`src/rtl/transceiver_tx_pkg.sv`:
```
// ---------------------------------------------------------------------------
// transceiver_tx_pkg
// Shared definitions for the serial move link: ASCII constants, transmitter
// state encoding, packed-move field offsets (also used by the receiver side)
// and promotion codes.
// No ports (package).
// ---------------------------------------------------------------------------
package transceiver_tx_pkg;

    localparam int MAX_LEN = 6;
    localparam int LEN_W   = 3;

    localparam logic [7:0] ASC_LF     = 8'h0A;
    localparam logic [7:0] ASC_DASH   = 8'h2D;
    localparam logic [7:0] ASC_W      = 8'h57;
    localparam logic [7:0] ASC_B      = 8'h42;
    localparam logic [7:0] ASC_A      = 8'h61;
    localparam logic [7:0] ASC_1      = 8'h31;
    localparam logic [7:0] ASC_Q      = 8'h71;
    localparam logic [7:0] ASC_R      = 8'h72;
    localparam logic [7:0] ASC_BISHOP = 8'h62;
    localparam logic [7:0] ASC_N      = 8'h6E;

    // Packed move layout: each field is 3 bits wide, LSB position given.
    localparam int MV_FIELD_W     = 3;
    localparam int MV_SRC_FILE    = 19;
    localparam int MV_SRC_RANK    = 16;
    localparam int MV_DST_FILE    = 13;
    localparam int MV_DST_RANK    = 10;
    localparam int MV_PROMO       = 7;
    localparam int MV_IGNORED_MSB = 6;

    typedef enum logic [1:0] {
        ST_IDLE = 2'd0,
        ST_WAIT = 2'd1,
        ST_DONE = 2'd2
    } tx_state_e;

    typedef enum logic [2:0] {
        PROMO_NONE = 3'd0,
        PROMO_Q    = 3'd1,
        PROMO_R    = 3'd2,
        PROMO_B    = 3'd3,
        PROMO_N    = 3'd4
    } promo_e;

    // Returns the promotion character, or 8'h00 when the code means "none"
    // (0 and the unused codes 5-7).
    function automatic logic [7:0] promo_char(input logic [2:0] code);
        logic [7:0] c;
        case (code)
            PROMO_Q: c = ASC_Q;
            PROMO_R: c = ASC_R;
            PROMO_B: c = ASC_BISHOP;
            PROMO_N: c = ASC_N;
            default: c = 8'h00;
        endcase
        return c;
    endfunction

endpackage

```
`src/rtl/transceiver_tx_if.sv`:
```
// ---------------------------------------------------------------------------
// transceiver_tx_if
// Request and UART handshake bundle of the move transmitter.
//   start_move/move_in    : one-cycle move send request + packed move
//   start_color/color_in  : one-cycle colour-line request + colour bit
//   tx_done               : UART finished shifting the current byte
//   tx_dv/tx_byte         : one-cycle strobe + byte for the UART
//   busy/end_send         : frame in progress / frame completed pulse
// master = requester/UART side, slave = transmitter.
// ---------------------------------------------------------------------------
interface transceiver_tx_if;
    logic        start_move;
    logic [21:0] move_in;
    logic        start_color;
    logic        color_in;
    logic        tx_done;
    logic        tx_dv;
    logic [7:0]  tx_byte;
    logic        busy;
    logic        end_send;

    modport master (
        output start_move, move_in, start_color, color_in, tx_done,
        input  tx_dv, tx_byte, busy, end_send
    );

    modport slave (
        input  start_move, move_in, start_color, color_in, tx_done,
        output tx_dv, tx_byte, busy, end_send
    );
endinterface

```
`src/rtl/transceiver_tx_move_to_ascii.sv`:
```
// ---------------------------------------------------------------------------
// transceiver_tx_move_to_ascii
// Combinational encoder: packed move -> ASCII frame bytes plus frame length.
//   i_move  : packed 22-bit move
//   o_bytes : frame bytes, byte 0 sent first; unused tail bytes are zero
//   o_len   : 5 (plain move) or 6 (promotion)
// MAX_LEN must be at least 6.
// ---------------------------------------------------------------------------
module transceiver_tx_move_to_ascii
    import transceiver_tx_pkg::*;
#(
    parameter int         MAX_LEN = transceiver_tx_pkg::MAX_LEN,
    parameter int         LEN_W   = transceiver_tx_pkg::LEN_W,
    parameter logic [7:0] LF      = transceiver_tx_pkg::ASC_LF
) (
    input  logic [21:0]              i_move,
    output logic [MAX_LEN-1:0][7:0]  o_bytes,
    output logic [LEN_W-1:0]         o_len
);

    logic [7:0] w_promo;
    logic       w_unused_bits;

    assign w_promo       = promo_char(i_move[MV_PROMO +: MV_FIELD_W]);
    assign w_unused_bits = ^i_move[MV_IGNORED_MSB:0];

    always_comb begin
        o_bytes    = '0;
        o_bytes[0] = ASC_A + {5'd0, i_move[MV_SRC_FILE +: MV_FIELD_W]};
        o_bytes[1] = ASC_1 + {5'd0, i_move[MV_SRC_RANK +: MV_FIELD_W]};
        o_bytes[2] = ASC_A + {5'd0, i_move[MV_DST_FILE +: MV_FIELD_W]};
        o_bytes[3] = ASC_1 + {5'd0, i_move[MV_DST_RANK +: MV_FIELD_W]};
        if (w_promo != 8'h00) begin
            o_bytes[4] = w_promo;
            o_bytes[5] = LF;
            o_len      = LEN_W'(6);
        end else begin
            o_bytes[4] = LF;
            o_len      = LEN_W'(5);
        end
    end

endmodule

```
`src/rtl/transceiver_tx.sv`:
```
// ---------------------------------------------------------------------------
// transceiver_tx
// Outbound half of the serial move link. Latches a move or colour line into
// a byte buffer and feeds it to the UART one byte per tx_dv/tx_done round.
//   clock : system clock, rising edge
//   reset : asynchronous, active-low
//   bus   : transceiver_tx_if.slave (requests in, UART handshake out)
//
// state   | meaning
// --------+---------------------------------------------------------------
// IDLE    | no frame; a start latches the frame and strobes byte 0
// WAIT    | byte in flight at the UART; tx_done advances or finishes
// DONE    | end_send high, busy low; returns to IDLE next cycle
// ---------------------------------------------------------------------------
module transceiver_tx
    import transceiver_tx_pkg::*;
#(
    parameter int         MAX_LEN = transceiver_tx_pkg::MAX_LEN,
    parameter logic [7:0] LF      = transceiver_tx_pkg::ASC_LF
) (
    input  logic              clock,
    input  logic              reset,
    transceiver_tx_if.slave   bus
);

    localparam int LEN_W = $clog2(MAX_LEN + 1);

    tx_state_e                r_state,    w_state_nxt;
    logic [MAX_LEN-1:0][7:0]  r_buf,      w_buf_nxt;
    logic [LEN_W-1:0]         r_len,      w_len_nxt;
    logic [LEN_W-1:0]         r_index,    w_index_nxt;
    logic                     r_tx_dv,    w_tx_dv_nxt;
    logic [7:0]               r_tx_byte,  w_tx_byte_nxt;
    logic                     r_busy,     w_busy_nxt;
    logic                     r_end_send, w_end_send_nxt;

    logic [MAX_LEN-1:0][7:0]  w_move_bytes;
    logic [LEN_W-1:0]         w_move_len;
    logic [MAX_LEN-1:0][7:0]  w_color_bytes;

    transceiver_tx_move_to_ascii #(
        .MAX_LEN (MAX_LEN),
        .LEN_W   (LEN_W),
        .LF      (LF)
    ) u_move_to_ascii (
        .i_move  (bus.move_in),
        .o_bytes (w_move_bytes),
        .o_len   (w_move_len)
    );

    always_comb begin
        w_color_bytes    = '0;
        w_color_bytes[0] = ASC_DASH;
        w_color_bytes[1] = bus.color_in ? ASC_B : ASC_W;
        w_color_bytes[2] = LF;
    end

    always_ff @(posedge clock or negedge reset) begin
        if (!reset) begin
            r_state    <= ST_IDLE;
            r_buf      <= '0;
            r_len      <= '0;
            r_index    <= '0;
            r_tx_dv    <= 1'b0;
            r_tx_byte  <= 8'h00;
            r_busy     <= 1'b0;
            r_end_send <= 1'b0;
        end else begin
            r_state    <= w_state_nxt;
            r_buf      <= w_buf_nxt;
            r_len      <= w_len_nxt;
            r_index    <= w_index_nxt;
            r_tx_dv    <= w_tx_dv_nxt;
            r_tx_byte  <= w_tx_byte_nxt;
            r_busy     <= w_busy_nxt;
            r_end_send <= w_end_send_nxt;
        end
    end

    always_comb begin
        w_state_nxt    = r_state;
        w_buf_nxt      = r_buf;
        w_len_nxt      = r_len;
        w_index_nxt    = r_index;
        w_tx_dv_nxt    = 1'b0;
        w_tx_byte_nxt  = r_tx_byte;
        w_busy_nxt     = r_busy;
        w_end_send_nxt = 1'b0;

        case (r_state)
            ST_IDLE: begin
                if (bus.start_move || bus.start_color) begin
                    // A move request takes priority over a simultaneous colour request.
                    if (bus.start_move) begin
                        w_buf_nxt = w_move_bytes;
                        w_len_nxt = w_move_len;
                    end else begin
                        w_buf_nxt = w_color_bytes;
                        w_len_nxt = LEN_W'(3);
                    end
                    w_index_nxt   = '0;
                    w_tx_byte_nxt = w_buf_nxt[0];
                    w_tx_dv_nxt   = 1'b1;
                    w_busy_nxt    = 1'b1;
                    w_state_nxt   = ST_WAIT;
                end
            end

            ST_WAIT: begin
                if (bus.tx_done) begin
                    if (r_index < r_len - LEN_W'(1)) begin
                        w_index_nxt   = r_index + LEN_W'(1);
                        w_tx_byte_nxt = r_buf[r_index + LEN_W'(1)];
                        w_tx_dv_nxt   = 1'b1;
                    end else begin
                        // DONE's outputs are loaded on entry so end_send
                        // follows the final tx_done by exactly one cycle.
                        w_end_send_nxt = 1'b1;
                        w_busy_nxt     = 1'b0;
                        w_index_nxt    = '0;
                        w_state_nxt    = ST_DONE;
                    end
                end
            end

            ST_DONE: begin
                w_state_nxt = ST_IDLE;
            end

            default: begin
                w_state_nxt = ST_IDLE;
                w_busy_nxt  = 1'b0;
            end
        endcase
    end

    assign bus.tx_dv    = r_tx_dv;
    assign bus.tx_byte  = r_tx_byte;
    assign bus.busy     = r_busy;
    assign bus.end_send = r_end_send;

endmodule

```
`src/flat_wrapper.sv`:
```
// flat-port wrapper written by rule: the top's interface ports become plain ports
module transceiver_tx_flat import transceiver_tx_pkg::*;
#(
    parameter int         MAX_LEN = transceiver_tx_pkg::MAX_LEN,
    parameter logic [7:0] LF      = transceiver_tx_pkg::ASC_LF
)
  (clock, reset, bus_start_move, bus_move_in, bus_start_color, bus_color_in, bus_tx_done, bus_tx_dv, bus_tx_byte, bus_busy, bus_end_send);
  transceiver_tx_if bus_i ();
  input  logic clock;
  input  logic reset;
  input wire logic [$bits(bus_i.start_move)-1:0] bus_start_move;
  input wire logic [$bits(bus_i.move_in)-1:0] bus_move_in;
  input wire logic [$bits(bus_i.start_color)-1:0] bus_start_color;
  input wire logic [$bits(bus_i.color_in)-1:0] bus_color_in;
  input wire logic [$bits(bus_i.tx_done)-1:0] bus_tx_done;
  output wire logic [$bits(bus_i.tx_dv)-1:0] bus_tx_dv;
  output wire logic [$bits(bus_i.tx_byte)-1:0] bus_tx_byte;
  output wire logic [$bits(bus_i.busy)-1:0] bus_busy;
  output wire logic [$bits(bus_i.end_send)-1:0] bus_end_send;
  assign bus_i.start_move = bus_start_move;
  assign bus_i.move_in = bus_move_in;
  assign bus_i.start_color = bus_start_color;
  assign bus_i.color_in = bus_color_in;
  assign bus_i.tx_done = bus_tx_done;
  assign bus_tx_dv = bus_i.tx_dv;
  assign bus_tx_byte = bus_i.tx_byte;
  assign bus_busy = bus_i.busy;
  assign bus_end_send = bus_i.end_send;
  transceiver_tx #(.MAX_LEN(MAX_LEN), .LF(LF)) u_core (.clock(clock), .reset(reset), .bus(bus_i));
endmodule
```
`config.mk`:
```
export PLATFORM = sky130hd
export DESIGN_NAME = transceiver_tx_flat
export DESIGN_NICKNAME = d
export VERILOG_FILES = /design/src/rtl/transceiver_tx_pkg.sv /design/src/rtl/transceiver_tx_if.sv /design/src/rtl/transceiver_tx_move_to_ascii.sv /design/src/rtl/transceiver_tx.sv /design/src/flat_wrapper.sv
export SDC_FILE = /design/constraint.sdc
export NUM_CORES = 1
export LEC_CHECK = 0
export CORE_UTILIZATION = 52
export CTS_BUF_LIST = sky130_fd_sc_hd__clkbuf_16
export DETAILED_ROUTE_END_ITERATION = 16
export PLACE_DENSITY = 0.9
export SYNTH_ARGS = -nofsm -noshare
export SYNTH_HDL_FRONTEND = slang
export SYNTH_SLANG_ARGS = --single-unit
```
`constraint.sdc`:
```
create_clock -name clock -period 2.4 [get_ports clock]
set_input_delay 0.48 -clock clock [delete_from_list [all_inputs] [get_ports clock]]
set_output_delay 0.48 -clock clock [all_outputs]
set_load 0.1 [all_outputs]
```
==> results.py <==
metrics = {
    "logic_synthesis": {
        "syn-cell-area_sq_um": 2200,
        "synth.distinct_cells": 46,
        "synthCells": 204,
        "synth-seq-cells": 44,
        "async_flop_share_pct": 100,
        "avgSynthCellArea_sq_um": 10.8,
        "ys_warn_count": 0,
        "synthesis.nets": 240,
        "synthFlopType": "dfrtp_1",
        "synth_enable_flop_cells": 0,
        "synth_seq_area_share_pct": 50.0,
    },
    "setup_path": {
        "critical_path_class": "reg -> reg",
        "r2r_cells": 8,
        "cp.arrival_ns": 2.40,
        "cp-endpoint": "u_core.bus.tx_byte[5]",
        "reg2reg_to": "u_core.bus.tx_byte[5]",
        "r2r-start": "u_core.r_len[0]",
        "crit_fanout": 7,
        "cp_common_cell": "ha_1",
        "reg2reg_slack_ns": 0.17,
        "path_cells": "inv_1 > ha_1 > xnor2_1 > ha_1 > a21oi_1 > nand4_1 > and2_1 > o31a_1",
        "required_ns": 2.57,
        "startpoint_type": "register",
        "slowest_stage": "dfrtp_1",
        "cp-end-kind": "register",
        "startpoint": "u_core.r_len[0]",
        "cp_slowest_stage_delay_ns": 0.37,
    },
    "routing": {
        "dr.max_layer_used": "met4",
        "antenna_left": 0,
        "wl_per_cell_um": 17.3,
        "route.met2.wl_mm": 2.41,
        "drt_iter0_drc": 193,
        "wl_met1_mm": 2.10,
        "dr_wl_met3_um": 308,
        "vias_per_cell": 6.15,
        "dr.pass1.iters": 5,
        "drc": 0,
        "num_vias": 1758,
        "routed_wl_mm": 4.95,
    },
    "sta": {
        "maxSlewHeadroom_pct": 63.3,
        "whs_ns": 0.268,
        "finalHoldViolCount": 0,
        "period_share_pct": 92.9,
        "fmax_mhz": 448,
        "clock_skew_ns": 0.00540,
        "tightest_slew_ns": 0.551,
        "tns_ns": 0,
        "fin_crit_ns": 2.23,
        "rsz0062_at_grt": "no",
        "slew_viol_final": 0,
        "setup_viol": 0,
        "worst_slack_ns": 0.170,
    },
    "clocking": {
        "cts_sinks": 44,
        "clk_pin_slew_ns": 0.06,
        "cts_setup_buffers": 0,
        "cts_buffers": 5,
        "clock_latency_ns": 0.29,
        "cts-root-buf": "clkbuf_16",
        "ctsHoldBuffers": 0,
        "htreeDepth": 2,
        "cts_tree": "yes",
        "cts_resized": 0,
        "clockBufferDepth": 2,
    },
    "floorplanning": {
        "io_pins": 39,
        "rows": 23,
        "die_w_um": 67.1,
        "die_height_um": 67.1,
        "dieArea_sq_um": 4500,
        "start_util_pct": 54.7,
        "core_area_sq_um": 4030,
    },
    "global_routing": {
        "gr-total-overflow": 0,
        "grtUsageTotal_pct": 25.8,
        "grt_max_degree": 45,
        "grt_pass1_vias": 1711,
        "antenna_found_initial": 0,
        "grt_first_pass_wirelength_mm": 8.20,
    },
    "run_status": {
        "outcome": "complete, no violations",
    },
    "placement": {
        "gp_congestion": 0.836,
        "dp_cells": 278,
        "io_buffers": 30,
        "placed_area_sq_um": 2520,
        "place_hpwl_mm": 3.45,
        "pre_cts_ws_ns": 0.195,
    },
    "pwr": {
        "p_leak_nw": 1.18,
        "peakVddDrop_v": 0.000750,
        "totalPowerFinal_mw": 4.17,
        "p_per_area_nw_per_um2": 1550,
    },
    "final_layout": {
        "design_area_sq_um": 2690,
        "layout.cells.most_common": "dfrtp_1",
        "antenna_cells": 0,
        "areaGrowthSynthToFinish_pct": 21.9,
        "final_cell_mix": "dfrtp_1 (44), nand2_1 (20), clkdlybuf4s50_1 (19), buf_4 (17), o21ai_0 (15)",
        "post-route-util_pct": 66.7,
        "drive_gt1_share_pct": 13.6,
        "final_cells": 286,
        "final_nets": 271,
    },
    "hold_path": {
        "min_path_type": "in -> async",
    },
    "run": {
        "cap_viol_max_count": 0,
    },
}
cell type report:
class                           count  area [sq um]
Timing Repair Buffer               37           323
Inverter                            6          22.5
Multi-Input combinational cell    141          1010
Fill cell                         311          1340
Tap cell                           50          62.6
Clock buffer                        5           125
Clock inverter                      3          38.8
Sequential cell                    44          1100
flip-flops by register name, indices dropped and copies added (netlist names):
signal               flops
u_core.bus.tx_dv         1
u_core.r_state           2
u_core.bus.tx_byte       7
u_core.r_index           3
u_core.r_buf            27
u_core.bus.end_send      1
u_core.r_len             2
u_core.bus.busy          1
per-layer routing:
metal / GRT usage (%) / up-vias
li1: - / 811
met1: 32.9 / 867
met2: 39.0 / 70
met3: 7.36 / 10
met4: 14.4 / 0
met5: 0 / -
how the worst min path moves through the flow:
stage               startpoint               endpoint  slack (ns)  cells after the start
3_5_place_dp   u_core.r_buf[5]        u_core.r_buf[5]        0.47                      1
4_1_cts                  reset       u_core.bus.tx_dv        0.28                      2
5_1_grt                  reset      u_core.r_state[1]        0.32                      2
3_3_place_gp   u_core.r_buf[5]        u_core.r_buf[5]        0.45                      1
2_1_floorplan            reset        u_core.bus.busy        0.18                      0
6_report                 reset  u_core.bus.tx_byte[3]        0.27                      2
worst max-delay path: cells and delay by family (launching register included):
kind | cells | cell delay [ns]
compound gates | 2 | 0.60
fa+ha+maj | 2 | 0.52
flops | 1 | 0.37
buf+inv | 1 | 0.07
xor+xnor | 1 | 0.13
simple gates | 2 | 0.42
where the power goes:
| part | leakage, nW | internal [mW] | switching (mW) |
|---|---|---|---|
| Sequential | 0.536 | 1.06 | 0.210 |
| Combinational | 0.557 | 0.748 | 1.40 |
| Clock | 0.0850 | 0.485 | 0.267 |
synthesized netlist by cell type (all sizes together), types with 3 or more instances:
cell,count,share of area [%]
nor2b,3,0.85
o31ai,4,1.4
ha,8,4.5
xnor2,8,3.2
nand4,3,0.85
nor3,4,0.91
buf,10,2.7
a22o,6,2.4
nor2,8,1.4
a31oi,5,1.4
clkbuf,3,0.51
nand2,20,3.4
o21ai,16,3.6
nand3,6,1.4
inv,6,1.0
a211oi,3,1.0
a21oi,8,1.8
dfrtp,44,50
mux2i,4,1.8
mux4,4,4.3
kinds of logic after synthesis:
logic type,synth area share [%]
simple gates,11.7
fa+ha+maj,4.54
flops,50.0
compound gates,18.9
mux,6.59
xor+xnor,3.92
other cells,0.170
buf+inv,4.20
No activity file was read; power rests on OpenSTA's default activity.
